$ cat config.mk
export PLATFORM = sky130hd
export DESIGN_NAME = bp_me_nonsynth_lce_tr_replay
export DESIGN_NICKNAME = d
export VERILOG_FILES = /design/src/rtl/bp_me_nonsynth_lce_tr_replay.sv
export SDC_FILE = /design/constraint.sdc
export NUM_CORES = 1
export LEC_CHECK = 0
export ABC_CLOCK_PERIOD_IN_PS = 2350
export CORE_AREA = 2 2 139 141
export DETAILED_ROUTE_END_ITERATION = 16
export DIE_AREA = 0 0 141 143
export DONT_BUFFER_PORTS = 1
export GPL_TIMING_DRIVEN = 0
export PLACE_DENSITY = 0.51
export SYNTH_ARGS = -nofsm -noshare
export SYNTH_HDL_FRONTEND = slang
export SYNTH_SLANG_ARGS = --single-unit
$ cat constraint.sdc
create_clock -name clk_i -period 2.35 [get_ports clk_i]
set_input_delay 0.3525 -clock clk_i [delete_from_list [all_inputs] [get_ports clk_i]]
set_output_delay 0.3525 -clock clk_i [all_outputs]
set_load 0.05 [all_outputs]
$ cat src/rtl/bp_me_nonsynth_lce_tr_replay.sv
// Trace-replay engine: walks a synchronous trace ROM, sends SEND packets to a mock LCE and checks returned packets against RECV entries.
// Optional watchdog on RECV waits: define BP_ME_NONSYNTH_TR_REPLAY_TIMEOUT_EN.
module bp_me_nonsynth_lce_tr_replay #(
    parameter int paddr_width_p    = 39,
    parameter int data_width_p     = 64,
    parameter int rom_addr_width_p = 10,
    parameter int timeout_p        = 4096,
    localparam int pkt_width_lp    = 4 + paddr_width_p + 1 + data_width_p,
    localparam int entry_width_lp  = 2 + pkt_width_lp
) (
    input  logic                        clk_i,
    input  logic                        reset_n_i,
    input  logic                        start_i,
    output logic [rom_addr_width_p-1:0] rom_addr_o,
    input  logic [entry_width_lp-1:0]   rom_data_i,
    output logic [pkt_width_lp-1:0]     tr_pkt_o,
    output logic                        tr_pkt_v_o,
    input  logic                        tr_pkt_ready_i,
    input  logic [pkt_width_lp-1:0]     tr_pkt_i,
    input  logic                        tr_pkt_v_i,
    output logic                        tr_pkt_yumi_o,
    output logic                        done_o,
    output logic                        error_o,
    output logic [15:0]                 err_count_o,
    output logic                        timeout_o
);

    typedef enum logic [2:0] {
        ST_IDLE, ST_FETCH, ST_DECODE, ST_SEND, ST_RECV, ST_DONE
    } state_e;

    localparam logic [1:0] TYPE_SEND   = 2'b00;
    localparam logic [1:0] TYPE_RECV   = 2'b01;
    localparam logic [1:0] TYPE_FINISH = 2'b10;

    // Handshakes: outgoing packet transfers on a cycle with tr_pkt_v_o & tr_pkt_ready_i,
    // and once raised tr_pkt_v_o/tr_pkt_o hold until that cycle; incoming packet is consumed
    // on a cycle with tr_pkt_yumi_o, which is only ever raised alongside tr_pkt_v_i.
    state_e                        state_q, state_d;
    logic [rom_addr_width_p-1:0]   rom_addr_q, rom_addr_d;
    logic [pkt_width_lp-1:0]       pkt_q, pkt_d;
    logic                          error_q, error_d;
    logic [15:0]                   err_count_q, err_count_d;
    logic [1:0]                    entry_type;
    logic [pkt_width_lp-1:0]       entry_pkt;
    logic                          last_addr;

    assign entry_type = rom_data_i[entry_width_lp-1 -: 2];
    assign entry_pkt  = rom_data_i[pkt_width_lp-1:0];
    assign last_addr  = (rom_addr_q == {rom_addr_width_p{1'b1}});

`ifdef BP_ME_NONSYNTH_TR_REPLAY_TIMEOUT_EN
    localparam int wd_width_lp = $clog2(timeout_p + 1);
    logic [wd_width_lp-1:0] wd_q, wd_d;
    logic                   timeout_q, timeout_d;
    assign timeout_o = timeout_q;
`else
    // Without the watchdog RECV waits forever; timeout_p only matters when it is built.
    assign timeout_o = (timeout_p < 0);
`endif

    always_comb begin
        state_d       = state_q;
        rom_addr_d    = rom_addr_q;
        pkt_d         = pkt_q;
        error_d       = error_q;
        err_count_d   = err_count_q;
        tr_pkt_yumi_o = 1'b0;
`ifdef BP_ME_NONSYNTH_TR_REPLAY_TIMEOUT_EN
        wd_d          = wd_q;
        timeout_d     = timeout_q;
`endif
        case (state_q)
            ST_IDLE: begin
                if (start_i) begin
                    rom_addr_d = '0;
                    state_d    = ST_FETCH;
                end
            end
            ST_FETCH: state_d = ST_DECODE;
            ST_DECODE: begin
                // The last ROM slot must terminate the trace; the address never wraps.
                if (last_addr && (entry_type != TYPE_FINISH)) begin
                    error_d = 1'b1;
                    state_d = ST_DONE;
                end else begin
                    case (entry_type)
                        TYPE_SEND: begin
                            pkt_d   = entry_pkt;
                            state_d = ST_SEND;
                        end
                        TYPE_RECV: begin
                            pkt_d   = entry_pkt;
                            state_d = ST_RECV;
`ifdef BP_ME_NONSYNTH_TR_REPLAY_TIMEOUT_EN
                            wd_d    = '0;
`endif
                        end
                        TYPE_FINISH: state_d = ST_DONE;
                        default: begin
                            error_d = 1'b1;
                            state_d = ST_DONE;
                        end
                    endcase
                end
            end
            ST_SEND: begin
                if (tr_pkt_ready_i) begin
                    rom_addr_d = rom_addr_q + rom_addr_width_p'(1);
                    state_d    = ST_FETCH;
                end
            end
            ST_RECV: begin
                if (tr_pkt_v_i) begin
                    tr_pkt_yumi_o = 1'b1;
                    if (tr_pkt_i != pkt_q) begin
                        error_d = 1'b1;
                        if (err_count_q != 16'hFFFF) err_count_d = err_count_q + 16'd1;
                    end
                    rom_addr_d = rom_addr_q + rom_addr_width_p'(1);
                    state_d    = ST_FETCH;
                end
`ifdef BP_ME_NONSYNTH_TR_REPLAY_TIMEOUT_EN
                else if (wd_q == wd_width_lp'(timeout_p - 1)) begin
                    wd_d      = wd_width_lp'(timeout_p);
                    timeout_d = 1'b1;
                    error_d   = 1'b1;
                    state_d   = ST_DONE;
                end else begin
                    wd_d = wd_q + wd_width_lp'(1);
                end
`endif
            end
            ST_DONE: state_d = ST_DONE;
            default: state_d = ST_IDLE;
        endcase
    end

    always_ff @(posedge clk_i or negedge reset_n_i) begin
        if (!reset_n_i) begin
            state_q     <= ST_IDLE;
            rom_addr_q  <= '0;
            pkt_q       <= '0;
            error_q     <= 1'b0;
            err_count_q <= '0;
`ifdef BP_ME_NONSYNTH_TR_REPLAY_TIMEOUT_EN
            wd_q        <= '0;
            timeout_q   <= 1'b0;
`endif
        end else begin
            state_q     <= state_d;
            rom_addr_q  <= rom_addr_d;
            pkt_q       <= pkt_d;
            error_q     <= error_d;
            err_count_q <= err_count_d;
`ifdef BP_ME_NONSYNTH_TR_REPLAY_TIMEOUT_EN
            wd_q        <= wd_d;
            timeout_q   <= timeout_d;
`endif
        end
    end

    assign rom_addr_o  = rom_addr_q;
    assign tr_pkt_o    = pkt_q;
    assign tr_pkt_v_o  = (state_q == ST_SEND);
    assign done_o      = (state_q == ST_DONE);
    assign error_o     = error_q;
    assign err_count_o = err_count_q;

endmodule
======== After elaboration in Yosys (flattened, before gate mapping) ========
Index checks and enable logic that the tools add are counted.
operators by class
  reduce and logical (&&, ||, !) cells .... 12
  multiply operators ...................... 0
  muxes and demuxes ....................... 17
  add/subtract/negate cells ............... 2
  eq/ne operators ......................... 16
  bitwise operators ....................... 1
  divide/modulo/power cells ............... 0
  shift operators ......................... 0
  $lt $le $gt $ge ......................... 0
operators with widths
  cell                                                             number
  108-bit != test                                                  1
  10-bit 2-to-1 mux                                                3
  10-bit one-hot mux with 3 select lines                           1
  3-bit one-hot mux with 6 select lines                            1
  16-bit by 1-bit adder with 16-bit output, second input constant  1
  16-bit != test, second input constant                            1
  3-bit 2-to-1 mux                                                 4
  4-bit AND reduction                                              3
  10-bit by 1-bit adder with 10-bit output, second input constant  1
  10-bit == test, second input constant                            1
  2-bit != test, second input constant                             4
  3-bit by 2-bit == test with 1-bit output, second input constant  2
  3-bit == test, second input constant                             2
  1-bit 2-to-1 mux                                                 6
  3-bit one-hot mux with 2 select lines                            1
  3-bit AND reduction                                              2
  3-bit by 1-bit == test with 1-bit output, second input constant  1
  3-bit logical NOT                                                1
  3-bit != test, second input constant                             1
  3-bit nonzero test                                               1
  3-bit OR reduction                                               1
  2-bit by 1-bit == test with 1-bit output, second input constant  1
  2-bit == test, second input constant                             1
  2-bit logical NOT                                                1
  other kinds (6)                                                  6
storage, ports and cells
  memory bits (writable) .................. 0
  flip-flop bits (word level) ............. 138
  output and inout bits ................... 139
  input port bits ......................... 223
  memories kept ........................... 0
  latch bits .............................. 0
  ROM bits ................................ 0
  word-level logic and storage cells ...... 53

======== Logic depth before layout (Yosys ltp) ========
Gate-level depths: netlist (run 1).
  word-level depth ........................ 5
  mapped depth ............................ 8
  gate-level depth less buffers ........... 7

======== Worst setup path after synthesis (run 1) ========
Ideal clock, no wire load.
  path type ............................... register to register
  start ................................... register err_count_q[6] (netlist: err_count_o[6])
  end ..................................... register err_count_q[1] (netlist: err_count_o[1])
  setup time .............................. 125 ps
  setup slack ............................. -33 ps
  stages on the path, launching flop included .. 8
  period minus slack after synthesis ...... 2,383 ps
  data required time ...................... 2,225 ps
  buffers on the path ..................... 0
  arrival time ............................ 2,259 ps
  cells stage by stage .................... dfrtp_1 -> and3_1 -> nand4_1 -> or4_1 -> nand2_1 -> inv_1 -> nand2_1 -> mux2_2
on the way
  cells in the longest elaborated chain, start to end .. 2
RTL lines
  what                                  RTL line  RTL
  start, declared                       43        logic [15:0] err_count_q, err_count_d;
  start signal, assigned                155       err_count_q <= err_count_d;
  16-bit != test                        118       if (err_count_q != 16'hFFFF) err_count_d = err_count_q + 16'd1;
  4-bit AND reduction (no source line)  n/a
No other way between the ends.
A chain may end at the register's enable or synchronous reset.

======== Worst setup path in the final report (run 1) ========
  start ................................... register pkt_q[62] (netlist: tr_pkt_o[62])
  end ..................................... register err_count_q[1] (netlist: err_count_o[1])
on the way
  cells in the longest elaborated chain, start to end .. 2
RTL lines
  what                                  RTL line  RTL
  start, declared                       41        logic [pkt_width_lp-1:0] pkt_q, pkt_d;
  start signal, assigned                153       pkt_q <= pkt_d;
  108-bit != test                       116       if (tr_pkt_i != pkt_q) begin
  4-bit AND reduction (no source line)  n/a
No other way between the ends.

==> results of run 1 <==
kinds of logic (layout without fill, tap and decap cells):
group	after synthesis	in the layout
flops	138	138
xor+xnor	131	131
simple gates	111	112
mux	109	109
buf+inv	23	65
compound gates	14	14
fa+ha+maj	2	2
other cells	1	1
registers in the layout (all words and copies together), names as in the netlist:
name,cells
tr_pkt_o,108
rom_addr_o,10
state_q,3
error_o,1
err_count_o,16
cell usage in the layout (no fill, tap or decap), types with 13 or more instances in the layout:
cell type | synthesis | layout
sky130_fd_sc_hd__dfrtp_1 | 138 | 89
sky130_fd_sc_hd__mux2_2 | 89 | 88
sky130_fd_sc_hd__xor2_1 | 86 | 82
sky130_fd_sc_hd__dfrtp_2 | 0 | 49
sky130_fd_sc_hd__xnor2_1 | 45 | 41
sky130_fd_sc_hd__mux2_4 | 20 | 21
sky130_fd_sc_hd__nand4_1 | 20 | 20
sky130_fd_sc_hd__clkbuf_16 | 0 | 20
sky130_fd_sc_hd__nor2_1 | 18 | 18
sky130_fd_sc_hd__nor4_1 | 23 | 15
sky130_fd_sc_hd__buf_4 | 1 | 13
layer usage:
| layer | part of all wire [%] | vias to the layer above |
|---|---|---|
| li1 | - | 1921 |
| met1 | 39 | 2249 |
| met2 | 54 | 221 |
| met3 | 6.0 | 20 |
| met4 | 1.4 | 0 |
| met5 | 0 | - |
worst max-delay path: stages (launching register included):
cell and delay (ns):
sky130_fd_sc_hd__dfrtp_1 0.59, sky130_fd_sc_hd__xor2_1 0.25, sky130_fd_sc_hd__nor4_1 0.22, sky130_fd_sc_hd__nand4_1 0.28, sky130_fd_sc_hd__nor4_4 0.53, sky130_fd_sc_hd__nand3_4 0.12, sky130_fd_sc_hd__buf_12 0.18, sky130_fd_sc_hd__nand2_8 0.07
sky130_fd_sc_hd__mux2_4 0.30
report_power, final:
group          internal (µW)  leakage [µW]  switching [µW]  total [µW]
Combinational           1840       0.00157            1300        3150
Sequential              3400       0.00164            4850        8250
Clock                   1590      0.000283            1070        2660
Total                   6840       0.00349            7230       14100
final timing paths:
check | startpoint | endpoint | depth (start not counted)
min in group clk_i | rom_data_i[54] | tr_pkt_o[54] | 1
worst max-delay path | tr_pkt_o[62] | err_count_o[1] | 8
max in group asynchronous | reset_n_i | tr_pkt_o[106] | 0
worst min register to register | err_count_o[8] | err_count_o[8] | 1
worst max register to register | tr_pkt_o[62] | err_count_o[1] | 8
worst min-delay path | reset_n_i | tr_pkt_o[29] | 0
final cells by class:
type | count | area [µm²]
fill | 1672 | 10400
timing repair buffer | 11 | 168
sequential | 138 | 3510
multi-input combinational | 369 | 3440
inverter | 6 | 22.5
clock buffer | 18 | 439
buffer | 17 | 168
clock inverter | 13 | 143
tap | 234 | 293
repair_timing:
| action | in CTS | in global routing |
|---|---|---|
| buffers inserted | 7 | 2 |
| endpoints found under the setup margin | 125 | 78 |
| gates resized for setup | 53 | 51 |
| gates cloned | 0 | 4 |
| pin swaps | 8 | 23 |
| endpoints found under the hold margin | 138 | 138 |
metrics by stage:
stage | util, % | total power, µW | setup slack [ns] | instances | setup TNS [ns]
4_1_cts | 42.6 | 14000 | -0.396 | 801 | -5.97
6_report | 44.1 | 14100 | -0.305 | 806 | -4.23
3_3_place_gp | 38.2 | 11000 | -1.46 | 763 | -48.23
5_1_grt | 44.1 | 14700 | -0.396 | 806 | -7.22
2_1_floorplan | - | 10200 | 0.00605 | 529 | 0
3_5_place_dp | 38.2 | 11100 | -1.52 | 763 | -49.76
==> out/qor.tcl, run 1 <==
set qor(yosys.area_share.simple_pct) 9.26
set qor(failed_checks) {hold timing, setup timing}
set qor(grt.busiest_layer) {met2}
set qor(route.detailed.wl_per_inst_um) 25.5
set qor(area_fraction_in_compound_gates_after_synthesis_pct) 1.58
set qor(area_growth_syn_to_layout_pct) 20.5
set qor(post_drt_via_cell_ratio) 5.47
set qor(track_usage_pct) 19.8
set qor(dieArea_mm2) 0.0202
set qor(synth_top_cell_by_area) {sky130_fd_sc_hd__dfrtp_1}
set qor(setup_viol) 25
set qor(final.period_utilization_pct) 113
set qor(clock_sink_count) 138
set qor(crit_path_start_kind) {flip-flop}
set qor(first_global_vias) 4699
set qor(post_synth_instance_area_mm2) 0.00680
set qor(use_met2_pct) 35.4
set qor(worst_setup_path_end_kind) {flip-flop}
set qor(synth_fp_nets) 754
set qor(tightestPinTransition_ns) 0.609
set qor(drt_iter0_drc) 165
set qor(critical_path.max_fanout) 7
set qor(grt_first_pass_wirelength_um) 29200
set qor(globalRouteMet1Util_pct) 23.3
set qor(place_hpwl_um) 15200
set qor(postSynth.topFlopCell) {sky130_fd_sc_hd__dfrtp_1}
set qor(cts_buf_count) 17
set qor(synth_seq_cells) 138
set qor(worst_setup_hold_path_clk_slew_ns) 0.06
set qor(syn_area_per_cell_um2) 12.8
set qor(ctsLongestPathBuffers) 2
set qor(xor_xnor_fraction_of_synth_area_pct) 16.9
set qor(routed_wirelength_um) 20600
set qor(drive_above_1_share_pct) 43.2
set qor(die_width_um) 141
set qor(fin_skew_ns) 0.0101
set qor(power_density_mw_per_mm2) 1720
set qor(detailed_place.area_mm2) 0.00709
set qor(synth_edf_count) 0
set qor(grt_antenna_before_repair) 0
set qor(grt_use_met3_pct) 5.47
set qor(critPathRequiredTime_ns) 2.66
set qor(tritoncts) {yes}
set qor(remaining_drc_errors) 0
set qor(netlist_top_cells_count) {sky130_fd_sc_hd__dfrtp_1 (138), sky130_fd_sc_hd__mux2_2 (89), sky130_fd_sc_hd__xor2_1 (86)}
set qor(io_buffers) 0
set qor(finalWorstSetupSlack_ns) -0.305
set qor(synth_largest_type_area_fraction_pct) 50.8
set qor(ir_drop_v) 0.000791
set qor(rsz0062_at_grt) {true}
set qor(fmaxAchievable_mhz) 377
set qor(drt_pass1_iterations) 4
set qor(die-height_um) 143
set qor(route.antenna.remaining_nets) 0
set qor(relSlewSlack_pct) 59.4
set qor(start_util_pct) 36.6
set qor(grt.overflow.total) 0
set qor(synth_most_common_cell) {sky130_fd_sc_hd__dfrtp_1}
set qor(final_hold_viol_count) 138
set qor(floorplan.core_area_mm2) 0.0186
set qor(outcome) {complete, but fails checks}
set qor(hold-worst-slack_ns) -0.377
set qor(design_area_mm2) 0.00819
set qor(ios) 362
set qor(yosys_warnings) 0
set qor(ys_types) 41
set qor(place_congestion) 0.892
set qor(antennaDiodeCount) 0
set qor(largest_family_of_logic_cells_by_synthesized_area) {multiplexers}
set qor(post_synth_fa_ha_maj_area_fraction_pct) 0.368
set qor(slew_viol_final) 0
set qor(final_nets) 785
set qor(htree_levels) 4
set qor(start_to_end_type_of_the_worst_setup_path) {flip-flop to flip-flop}
set qor(root_buffer) {sky130_fd_sc_hd__clkbuf_16}
set qor(static-leakage-power_uw) 0.00349
set qor(synthTopCellsByArea) {sky130_fd_sc_hd__dfrtp_1 (51%), sky130_fd_sc_hd__mux2_2 (15%), sky130_fd_sc_hd__xor2_1 (11%)}
set qor(clk-insertion-delay-late_ns) 0.42
set qor(fin_crit_ns) 2.65
set qor(timing.critical_path.arrival_ns) 2.96
set qor(grt_start_max_net_pins) 139
set qor(share_of_the_yosys_chip_area_belonging_to_registers_pct) 50.8
set qor(num_vias) 4411
set qor(hold_path.class) {primary input to async pin}
set qor(async_reset_ff_share_pct) 100
set qor(floorplan.rows) 50
set qor(max-cap-violations) 0
set qor(syn-instance-count) 529
set qor(regToRegSetupSlack_ns) -0.30
set qor(synth_mux_area_share_pct) 19.2
Power figures use the tool's default switching activity.
==> run 2, diff against run 1 <==
--- a/config.mk
+++ b/config.mk
@@ -6,12 +6,15 @@
 export NUM_CORES = 1
 export LEC_CHECK = 0
 export ABC_CLOCK_PERIOD_IN_PS = 2350
+export CELL_PAD_IN_SITES_DETAIL_PLACEMENT = 1
+export CELL_PAD_IN_SITES_GLOBAL_PLACEMENT = 1
 export CORE_AREA = 2 2 139 141
+export CTS_BUF_LIST = sky130_fd_sc_hd__clkbuf_16
 export DETAILED_ROUTE_END_ITERATION = 16
 export DIE_AREA = 0 0 141 143
 export DONT_BUFFER_PORTS = 1
 export GPL_TIMING_DRIVEN = 0
-export PLACE_DENSITY = 0.51
+export PLACE_DENSITY = 0.63
 export SYNTH_ARGS = -nofsm -noshare
 export SYNTH_HDL_FRONTEND = slang
 export SYNTH_SLANG_ARGS = --single-unit
==> run 2 against run 1 <==
Net effect: the run still ends with hold timing, setup timing left; critical path depth is 1 lower; combinational power is 3% higher; die area stayed put; critical path type unchanged; first-iteration DRC count is 25% lower; critical endpoint unchanged; global-route usage is 1.2 points higher; sequential share of layout area is 0.46 points higher; register-to-register slack better by 0.12 ns; utilization is 0.16 points lower; sequential power is 1% higher; final cell count stayed put.
==> out/qor.tcl, run 2 (synthesis results as in run 1) <==
set qor(dieArea_mm2) 0.0202 ;# unchanged
set qor(clk-insertion-delay-late_ns) 0.42 ;# about the same
set qor(regToRegSetupSlack_ns) -0.18 ;# +0.12 ns
set qor(grt.overflow.total) 0 ;# unchanged
set qor(clock_sink_count) 138 ;# unchanged
set qor(relSlewSlack_pct) 54.4 ;# -5.0 points
set qor(fin_crit_ns) 2.53 ;# -0.122 ns
set qor(design_area_mm2) 0.00816 ;# -0.37%
set qor(drt_iter0_drc) 124 ;# -25%
set qor(commonest_cells_after_routing_fill_and_taps_aside) {sky130_fd_sc_hd__mux2_2 (88), sky130_fd_sc_hd__xor2_1 (84), sky130_fd_sc_hd__dfrtp_2 (69), sky130_fd_sc_hd__dfrtp_1 (69), sky130_fd_sc_hd__xnor2_1 (45)}
set qor(outcome) {complete, but fails checks}
set qor(remaining_drc_errors) 0 ;# unchanged
set qor(floorplan.core_area_mm2) 0.0186 ;# unchanged
set qor(io_buffers) 0 ;# unchanged
set qor(track_usage_pct) 21.1 ;# +1.2 points
set qor(first_global_vias) 5015 ;# +6.7%
set qor(timing.critical_path.arrival_ns) 2.83 ;# -0.13 ns
set qor(ctsLongestPathBuffers) 2 ;# unchanged
set qor(area_growth_syn_to_layout_pct) 20.1
set qor(power_frac_seq_pct) 57.9 ;# -0.8 points
set qor(root_buffer) {sky130_fd_sc_hd__clkbuf_16}
set qor(htree_levels) 4 ;# unchanged
set qor(crit_path_start_kind) {flip-flop}
set qor(worst_r2r_endpoint) {err_count_o[1]}
set qor(ir_drop_v) 0.000765 ;# -3.2%
set qor(floorplan.rows) 50 ;# unchanged
set qor(finalWorstSetupSlack_ns) -0.183 ;# +0.122 ns
set qor(post_drt_via_cell_ratio) 5.52 ;# +0.88%
set qor(grt_antenna_before_repair) 2 ;# +2
set qor(crit_start) {tr_pkt_o[16]}
set qor(power_density_mw_per_mm2) 1770 ;# +3.1%
set qor(final_core_util_pct) 43.9 ;# -0.16 points
set qor(netSwitchingPower_uw) 7380 ;# +2.1%
set qor(start_util_pct) 36.6 ;# unchanged
set qor(cts_buf_count) 17 ;# unchanged
set qor(grt_first_pass_wirelength_um) 31000 ;# +5.9%
set qor(worst_setup_path_end_kind) {flip-flop}
set qor(drt_pass1_iterations) 4 ;# unchanged
set qor(grt_start_max_net_pins) 139 ;# unchanged
set qor(place_congestion) 0.877 ;# -1.7%
set qor(tightestPinTransition_ns) 0.684 ;# +0.0744 ns
set qor(hold_path.class) {primary input to async pin}
set qor(failed_checks) {hold timing, setup timing}
set qor(hold-worst-slack_ns) -0.377 ;# -0.000214 ns
set qor(critPathRequiredTime_ns) 2.65 ;# about the same
set qor(slew_viol_final) 0 ;# unchanged
set qor(final.period_utilization_pct) 108 ;# -5.2 points
set qor(route.antenna.remaining_nets) 0 ;# unchanged
set qor(power_share_of_the_combinational_group_pct) 22.4 ;# about the same
set qor(die-height_um) 143 ;# unchanged
set qor(drive_above_1_share_pct) 45.0 ;# +1.8 points
set qor(clock_power_share_pct) 19.7 ;# +0.8 points
set qor(final_nets) 783 ;# -0.25%
set qor(route.detailed.wl_per_inst_um) 26.7 ;# +4.5%
set qor(mostFrequentLayoutCell) {sky130_fd_sc_hd__mux2_2}
set qor(fmaxAchievable_mhz) 395 ;# +4.8%
set qor(fin_skew_ns) 0.00914 ;# -0.000989 ns
set qor(start_to_end_type_of_the_worst_setup_path) {flip-flop to flip-flop}
set qor(critical_path.max_fanout) 5 ;# -2
set qor(largest_register_ffs) 108 ;# unchanged
set qor(setup_viol) 17 ;# -32%
set qor(worst_setup_hold_path_clk_slew_ns) 0.06 ;# about the same
set qor(rsz0062_at_grt) {true}
set qor(final_hold_viol_count) 138 ;# unchanged
set qor(place_hpwl_um) 16200 ;# +6.6%
set qor(tritoncts) {yes}
set qor(detailed_place.area_mm2) 0.00709 ;# unchanged
set qor(worst-r2r-cell-count) 7 ;# -1
set qor(power.share.switching_pct) 51.1 ;# -0.32 points
set qor(max-cap-violations) 0 ;# unchanged
set qor(ios) 362 ;# unchanged
set qor(static-leakage-power_uw) 0.00343 ;# -1.9%
set qor(cp-endpoint) {err_count_o[1]}
set qor(num_vias) 4450 ;# +0.88%
set qor(crit-reg2reg-launch) {tr_pkt_o[16]}
set qor(routed_wirelength_um) 21500 ;# +4.5%
set qor(setup_total_negative_slack_ns) -2.05 ;# +2.19 ns
set qor(intPower_uw) 7070 ;# +3.4%
set qor(die_width_um) 141 ;# unchanged
==> run 2: cell types whose count changed in the layout (fill, tap and decap cells not counted), moves of 3 or more <==
cell,delta
sky130_fd_sc_hd__nor4_2,+4
sky130_fd_sc_hd__xnor2_1,+4
sky130_fd_sc_hd__nand3_2,-3
sky130_fd_sc_hd__nand3_1,+3
sky130_fd_sc_hd__dfrtp_1,-20
sky130_fd_sc_hd__nand2_4,-3
sky130_fd_sc_hd__nor4_1,-6
sky130_fd_sc_hd__nand2_1,+3
sky130_fd_sc_hd__dfrtp_2,+20
sky130_fd_sc_hd__buf_6,+3
sky130_fd_sc_hd__xnor2_2,-4
==> run 2: metal layers <==
metal  wire, µm  GRT usage (%)
met5          0              0
met4        273           6.16
met3       1280           6.10
met2      11400           37.9
met1       8590           24.4
==> run 2: stage by stage <==
stage               cells  setup slack, ns  hold WS (ns)  total power (µW)
floorplan             529          0.00605        0.0569             10200
global placement      763            -1.45        0.0597             11100
global route          806           -0.333        -0.405             15100
detailed placement    763            -1.35        0.0594             11300
finish                806           -0.183        -0.377             14400
CTS                   802           -0.294        -0.397             14400
==> run 2: critical path, cell delays in order, from the launching register on <==
cell,delay (ns)
sky130_fd_sc_hd__dfrtp_2,0.53
sky130_fd_sc_hd__xor2_1,0.19
sky130_fd_sc_hd__nor4_2,0.39
sky130_fd_sc_hd__nand4_1,0.24
sky130_fd_sc_hd__nor4_4,0.43
sky130_fd_sc_hd__nand3_4,0.19
sky130_fd_sc_hd__nand2_2,0.14
sky130_fd_sc_hd__mux2_4,0.30
==> run 2: worst min path at each step <==
stage / from / end / cells after the start
2_1_floorplan: reset_n_i / err_count_o[0] / 0
5_1_grt: reset_n_i / tr_pkt_o[33] / 0
4_1_cts: reset_n_i / tr_pkt_o[51] / 0
3_3_place_gp: reset_n_i / tr_pkt_o[51] / 0
3_5_place_dp: reset_n_i / tr_pkt_o[51] / 0
6_report: reset_n_i / tr_pkt_o[104] / 0
==> run 2: power groups by stage <==
stage,sequential [µW],clock [µW],combinational [µW]
floorplan,7770,0,2440
global placement,8250,0,2840
detailed placement,8290,0,2970
CTS,8340,2920,3140
global route,8500,3030,3560
finish,8360,2840,3240
==> run 2: layout make-up <==
type | instances | area, µm²
Buffer | 17 | 171
Antenna cell | 1 | 2.50
Multi-Input combinational cell | 369 | 3400
Clock inverter | 15 | 198
Inverter | 6 | 22.5
Timing Repair Buffer | 9 | 110
Tap cell | 234 | 293
Sequential cell | 138 | 3540
Fill cell | 1906 | 10400
Clock buffer | 17 | 425
==> run 2: timing repair <==
action,in CTS,in global routing
pin swaps,14,15
cloned,0,3
hold endpoints to repair,138,138
gates resized for setup,81,32
endpoints found under the setup margin,125,70
buffers inserted,7,0
